==> src/rtl/muxer_unitary_arb.sv <==
// -----------------------------------------------------------------------------
// muxer_unitary_arb
//
// Registered N-source bus merger for the shared readback bus. It works in one
// of two compile-time modes:
//   MODE 0 : wired-AND of every enabled source. A disabled source reads as
//            all-ones.
//   MODE 1 : round-robin single owner. The scan starts at an internal pointer
//            and wraps from NUM-1 back to 0.
// Every output is registered, so there is exactly one clock of latency and no
// combinational path from input to output.
//
// Optional feature: define MUXER_CONFLICT_CNT_EN to add a saturating
// multi-driver counter (conflict_cnt) and its synchronous clear (clr_cnt).
// When the macro is not defined, clr_cnt is ignored and conflict_cnt is absent.
//
// Parameters:
//   WIDTH  data width per source
//   NUM    number of sources (>= 2)
//   MODE   0 = wired-AND, 1 = round-robin grant
//   IDX_W  owner index width
//   CNT_W  conflict counter width
//
// Ports:
//   clk          in   clock, rising edge
//   n_rst        in   asynchronous active-low reset
//   data_in_bus  in   NUM*WIDTH, source i at [i*WIDTH +: WIDTH]
//   ena_in_bus   in   NUM per-source drive enables
//   clr_cnt      in   synchronous clear of conflict_cnt
//   data_out     out  merged data (all-ones when idle)
//   valid_out    out  any enable was high in the sampled cycle
//   owner_out    out  granted index (MODE 1) or lowest enabled index (MODE 0);
//                     holds its value when nothing is enabled
//   conflict     out  more than one enable was high in the sampled cycle
//   conflict_cnt out  saturating conflict count (MUXER_CONFLICT_CNT_EN only)
// -----------------------------------------------------------------------------
module muxer_unitary_arb #(
  parameter int WIDTH = 8,
  parameter int NUM   = 4,
  parameter int MODE  = 0,
  parameter int IDX_W = $clog2(NUM),
  parameter int CNT_W = 8
) (
  input  logic                 clk,
  input  logic                 n_rst,
  input  logic [NUM*WIDTH-1:0] data_in_bus,
  input  logic [NUM-1:0]       ena_in_bus,
  input  logic                 clr_cnt,
  output logic [WIDTH-1:0]     data_out,
  output logic                 valid_out,
  output logic [IDX_W-1:0]     owner_out,
  output logic                 conflict
`ifdef MUXER_CONFLICT_CNT_EN
  ,
  output logic [CNT_W-1:0]     conflict_cnt
`endif
);

  localparam bit RR = (MODE != 0);

  logic [WIDTH-1:0] r_data;
  logic             r_valid;
  logic [IDX_W-1:0] r_owner;
  logic             r_conflict;
  logic [IDX_W-1:0] r_ptr;

  logic [WIDTH-1:0] w_and;
  logic [IDX_W-1:0] w_low;
  logic [IDX_W-1:0] w_grant;
  logic             w_found;
  logic [WIDTH-1:0] w_gdata;
  logic [IDX_W-1:0] w_ptr_nxt;
  logic             w_any;
  logic             w_multi;

  assign w_any   = |ena_in_bus;
  // Clearing the lowest set bit leaves something only if two or more bits were set.
  assign w_multi = |(ena_in_bus & (ena_in_bus - NUM'(1)));

  always_comb begin
    w_and   = '1;
    w_low   = '0;
    w_grant = r_ptr;
    w_found = 1'b0;
    w_gdata = '1;

    for (int i = 0; i < NUM; i++) begin
      w_and = w_and & (data_in_bus[i*WIDTH +: WIDTH] | ~{WIDTH{ena_in_bus[i]}});
    end

    for (int i = NUM - 1; i >= 0; i--) begin
      if (ena_in_bus[i]) w_low = IDX_W'(i);
    end

    // Rotating scan from r_ptr. One extra bit holds ptr+k before the wrap, so
    // a NUM that is not a power of two still wraps at NUM-1.
    for (int k = 0; k < NUM; k++) begin
      logic [IDX_W:0] sum;
      sum = {1'b0, r_ptr} + (IDX_W+1)'(k);
      if (sum >= (IDX_W+1)'(NUM)) sum = sum - (IDX_W+1)'(NUM);
      if (!w_found && ena_in_bus[sum[IDX_W-1:0]]) begin
        w_grant = sum[IDX_W-1:0];
        w_found = 1'b1;
      end
    end

    for (int j = 0; j < NUM; j++) begin
      if (IDX_W'(j) == w_grant) w_gdata = data_in_bus[j*WIDTH +: WIDTH];
    end
  end

  assign w_ptr_nxt = (w_grant == IDX_W'(NUM - 1)) ? '0 : w_grant + IDX_W'(1);

  always_ff @(posedge clk or negedge n_rst) begin
    if (!n_rst) begin
      r_data     <= '1;
      r_valid    <= 1'b0;
      r_owner    <= '0;
      r_conflict <= 1'b0;
      r_ptr      <= '0;
    end else begin
      r_data     <= RR ? (w_found ? w_gdata : '1) : w_and;
      r_valid    <= w_any;
      r_conflict <= w_multi;
      if (w_any) r_owner <= RR ? w_grant : w_low;
      if (RR && w_found) r_ptr <= w_ptr_nxt;
    end
  end

  assign data_out  = r_data;
  assign valid_out = r_valid;
  assign owner_out = r_owner;
  assign conflict  = r_conflict;

`ifdef MUXER_CONFLICT_CNT_EN
  logic [CNT_W-1:0] r_cnt;

  // A clear wins over an increment on the same edge. The count stops at all-ones.
  always_ff @(posedge clk or negedge n_rst) begin
    if (!n_rst) begin
      r_cnt <= '0;
    end else if (clr_cnt) begin
      r_cnt <= '0;
    end else if (w_multi && (r_cnt != '1)) begin
      r_cnt <= r_cnt + CNT_W'(1);
    end
  end

  assign conflict_cnt = r_cnt;
`else
  // Without the counter, clr_cnt and CNT_W have no function.
  logic [CNT_W:0] w_unused;
  assign w_unused = {clr_cnt, {CNT_W{1'b0}}};
`endif

endmodule

==> config.mk <==
export PLATFORM = sky130hd
export DESIGN_NAME = muxer_unitary_arb
export DESIGN_NICKNAME = d
export VERILOG_FILES = /design/src/rtl/muxer_unitary_arb.sv
export SDC_FILE = /design/constraint.sdc
export NUM_CORES = 1
export LEC_CHECK = 0
export ABC_AREA = 1
export BUFFER_PORTS_ARGS = -buffer_cell sky130_fd_sc_hd__buf_2
export CORE_MARGIN = 4
export CORE_UTILIZATION = 39
export CTS_BUF_LIST = sky130_fd_sc_hd__clkbuf_4 sky130_fd_sc_hd__clkbuf_8 sky130_fd_sc_hd__clkbuf_16
export DETAILED_ROUTE_END_ITERATION = 7
export GPL_ROUTABILITY_DRIVEN = 0
export MAX_ROUTING_LAYER = met4
export PLACE_DENSITY = 0.74
export SLEW_MARGIN = 10
export SYNTH_ARGS = -nofsm -noshare
export SYNTH_HDL_FRONTEND = slang
export SYNTH_SLANG_ARGS = --single-unit
==> constraint.sdc <==
create_clock -name clk -period 0.98 [get_ports clk]
set_clock_uncertainty 0.2 [all_clocks]
set_input_delay 0.294 -clock clk [delete_from_list [all_inputs] [get_ports clk]]
set_output_delay 0.294 -clock clk [all_outputs]
set_load 0.005 [all_outputs]
Word level (Yosys, flattened, before mapping)
Index checks and enable logic that the tools add are counted.

operators by class
  bitwise gates (word level) = 12
  add/sub/neg operators = 1
  reductions and logical operators = 2
  multiplexer cells = 4

operators with widths
  cell                 count
  $not 8->8            4
  $or 8x8->8           4
  $and 8x8->8          3
  $mux 2               4
  $reduce_or 4->1      2
  $and 4x4->4          1
  $sub 4x1->4 const B  1

word-level totals
  output and inout port bits = 12
  word-level logic and storage cells = 23
  bits in registers = 12
  input port bits = 39

Longest topological paths before layout
  depth in word-level cells = 5
  gate-level depth with buffers = 5
  depth with buffers taken out = 5

Least setup slack after synthesis
Ideal clock, no wire load.

  path kind = register to output
  from = register r_data[0] (netlist: data_out[0])
  to = output data_out[0]
  stages on the path, launching flop included = 1
  path slack = -0.015 ns
  data arrival time = 0.501 ns
  data required time = 0.486 ns
  path through = dfstp_2

RTL lines
  element                 RTL line  RTL
  start, declared         61        logic [WIDTH-1:0] r_data;
  start signal, assigned  122       r_data <= RR ? (w_found ? w_gdata : '1) : w_and;
  end, declared           49        output logic [WIDTH-1:0] data_out,

No word-level cell between the ends.

Final worst setup path
  from = register r_data[5] (netlist: data_out[5])
  to = output data_out[5]

No word-level cell between the ends.

==> impl_metrics.env <==
export IMPL_status="complete, but fails checks"
export IMPL_violations="setup timing"
export IMPL_synthArstFlopShare=1.00
export IMPL_worstReg2RegStart="owner_out[1]$_DFFE_PN0P_"
export IMPL_synth_edff_count=0
export IMPL_antenna_found_initial=0
export IMPL_final_cells=185
export IMPL_antenna_left=0
export IMPL_leakagePower_nw=0.670
export IMPL_ys_ff_latch=12
export IMPL_grt_max_degree=13
export IMPL_crit_path_cell_trace="buf_6"
export IMPL_cp_data_required_time_ns=0.49
export IMPL_yosysTopAreaCellShare=0.295
export IMPL_syn_avg_cell_area_sq_um=6.73
export IMPL_start_util=0.413
export IMPL_max_stage_delay_ns=0.54
export IMPL_syn_to_final_growth_pct=46.8
export IMPL_netlist_top_cells_count="41 x nand2_1, 28 x inv_1, 8 x dfstp_2, 8 x nor2_1, 7 x o21ai_1"
export IMPL_tightest_slew_ns=0.260
export IMPL_placed_cells=179
export IMPL_final_cell_area_sq_mm=0.00105
export IMPL_drc=0
export IMPL_die_w_um=50.8
export IMPL_setup_ws_ns=-0.411
export IMPL_wire_per_inst_um=9.56
export IMPL_synthDistinctLibCells=15
export IMPL_grt_overflow=0
export IMPL_yosysMostFrequentCell="nand2_1"
export IMPL_totalWireLength_um=1770
export IMPL_grt_pass1_vias=725
export IMPL_vias=751
export IMPL_final_max_slew_viol_count=0
export IMPL_drtIter0Drc=5
export IMPL_finalCriticalPeriod_ns=1.39
export IMPL_post_route_util=0.607
export IMPL_nNetsFinal=200
export IMPL_antennaDiodeCount=0
export IMPL_ioPinCount=51
export IMPL_syn_num_nets=145
export IMPL_max_cap_viol_count=0
export IMPL_final_layout_size_suffix_gt1_frac=0.431
export IMPL_fp_dieH_um=50.8
export IMPL_critical_path_buf_inv_count=1
export IMPL_cts_sinks=12
export IMPL_cp_max_fo=1
export IMPL_crit_family="flip-flops"
export IMPL_synthCells=106
export IMPL_cp_start_kind="flop"
export IMPL_ir_drop_mv=0.659
export IMPL_final_hold_viol_count=0
export IMPL_timing_fmax_mhz=719
export IMPL_yosysWarnings=0
export IMPL_clkTransAtPathRegs_ns=0.07
export IMPL_dieArea_sq_mm=0.00258
export IMPL_slew_headroom=0.827
export IMPL_hold_start="data_in_bus[19]"
export IMPL_avgViaCountPerCell=4.06
export IMPL_finalCritPeriodShare=1.42
export IMPL_h_tree_depth=1
export IMPL_dpl_cell_area_sq_um=975
export IMPL_setup_viol=12
export IMPL_numPortBuffers=49
export IMPL_clock_latency_ns=0.27
export IMPL_grt_pass1_wl_um=2830
export IMPL_ys_seq_area_frac=0.435
export IMPL_rows=15
export IMPL_p_per_area_mw_per_mm2=1170
export IMPL_cts_root_buf="clkbuf_4"
export IMPL_hp_class="primary input to flop"
export IMPL_cts_buffer_depth=2
export IMPL_synthFlopType="dfstp_2"
export IMPL_dp_hpwl_um=1420
export IMPL_whs_ns=0.0775
export IMPL_path_class="flop to output port"
export IMPL_critPathArrivalTime_ns=0.90
export IMPL_synth_top_area_cell="dfstp_2"
export IMPL_grt_usage=0.152
export IMPL_rsz0062_at_grt="true"
export IMPL_tritoncts="built"
export IMPL_cts_buffers=3
export IMPL_fin_total_pwr_mw=1.23
export IMPL_core_area_sq_mm=0.00173
export IMPL_drt_pre_antenna_iters=4
export IMPL_yosys_top_cells_area="dfstp_2 29%, nand2_1 22%, inv_1 15%"
export IMPL_worst_setup_path_end_kind="output port"
export IMPL_slowest_stage="dfstp_2"
export IMPL_syn_area_sq_um=713
export IMPL_crit_start="data_out[5]$_DFF_PN1_"
cells by family after synthesis:
kind of cell | share of synthesized area
AO/OA/AOI/OAI | 0.0719
buffers and inverters | 0.195
flip-flops | 0.435
AND/OR/NAND/NOR | 0.298
area by class of cell:
cell class	instances	area (sq um)
well taps	25	31.3
flip-flops and latches	12	310
repair buffers	53	297
multi-input cells	62	264
inverters	29	109
clock buffers	4	36.3
fillers	169	679
final timing paths:
kind / depth (start not counted) / slack (ns) / end
worst max-delay path: 1 / -0.41 / data_out[5]
worst min-delay path: 3 / 0.08 / data_out[3]$_DFF_PN1_
worst max register to register: 3 / 0.07 / owner_out[1]$_DFFE_PN0P_
worst min register to register: 2 / 0.34 / owner_out[0]$_DFFE_PN0P_
max in group asynchronous: 2 / 0.09 / data_out[6]$_DFF_PN1_
min in group asynchronous: 2 / 0.22 / owner_out[0]$_DFFE_PN0P_
state kept, by name, indices dropped and copies added (netlist names):
signal,cells
data_out,8
owner_out,2
conflict,1
valid_out,1
report_power, final:
group / leakage [nW] / total (mW) / switching (mW) / internal [mW]
clock network: 0.0210 / 0.383 / 0.157 / 0.226
logic: 0.519 / 0.279 / 0.135 / 0.144
registers: 0.129 / 0.567 / 0.0136 / 0.554
cells in the final DEF (no fill, tap or decap):
master / netlist / layout
a21boi_2: 1 / 1
buf_2: 0 / 46
buf_4: 1 / 3
buf_6: 2 / 3
clkbuf_4: 0 / 3
clkbuf_8: 0 / 1
dfrtp_1: 4 / 4
dfstp_2: 8 / 8
dlygate4sd3_1: 0 / 1
inv_1: 28 / 28
inv_2: 1 / 1
nand2_1: 41 / 41
nand2_2: 1 / 1
nand3_1: 1 / 1
nor2_1: 8 / 8
nor2_2: 1 / 1
nor2_4: 1 / 1
o21ai_0: 1 / 1
o21ai_1: 7 / 7
routing by layer:
metal	wire length, um	GRT usage
met1	699	0.163
met2	954	0.248
met3	113	0.0415
met4	0	0.0942
met5	0	-
metrics by stage:
| step | worst slack (ns) | TNS [ns] |
|---|---|---|
| CTS | -0.421 | -4.41 |
| floorplan | -0.0147 | -0.117 |
| global placement | -0.114 | -1.64 |
| finish | -0.411 | -4.29 |
| detailed placement | -0.125 | -1.80 |
| global route | -0.448 | -4.75 |
timing repair:
action,4_1_cts,5_1_grt
setup endpoints to repair,12,12
setup buffers,0,1
gates resized for setup,0,3
hold endpoints to repair,12,0
pin swaps,0,0
hold buffers,1,0
Note: power is estimated with default switching activity, not from simulation.
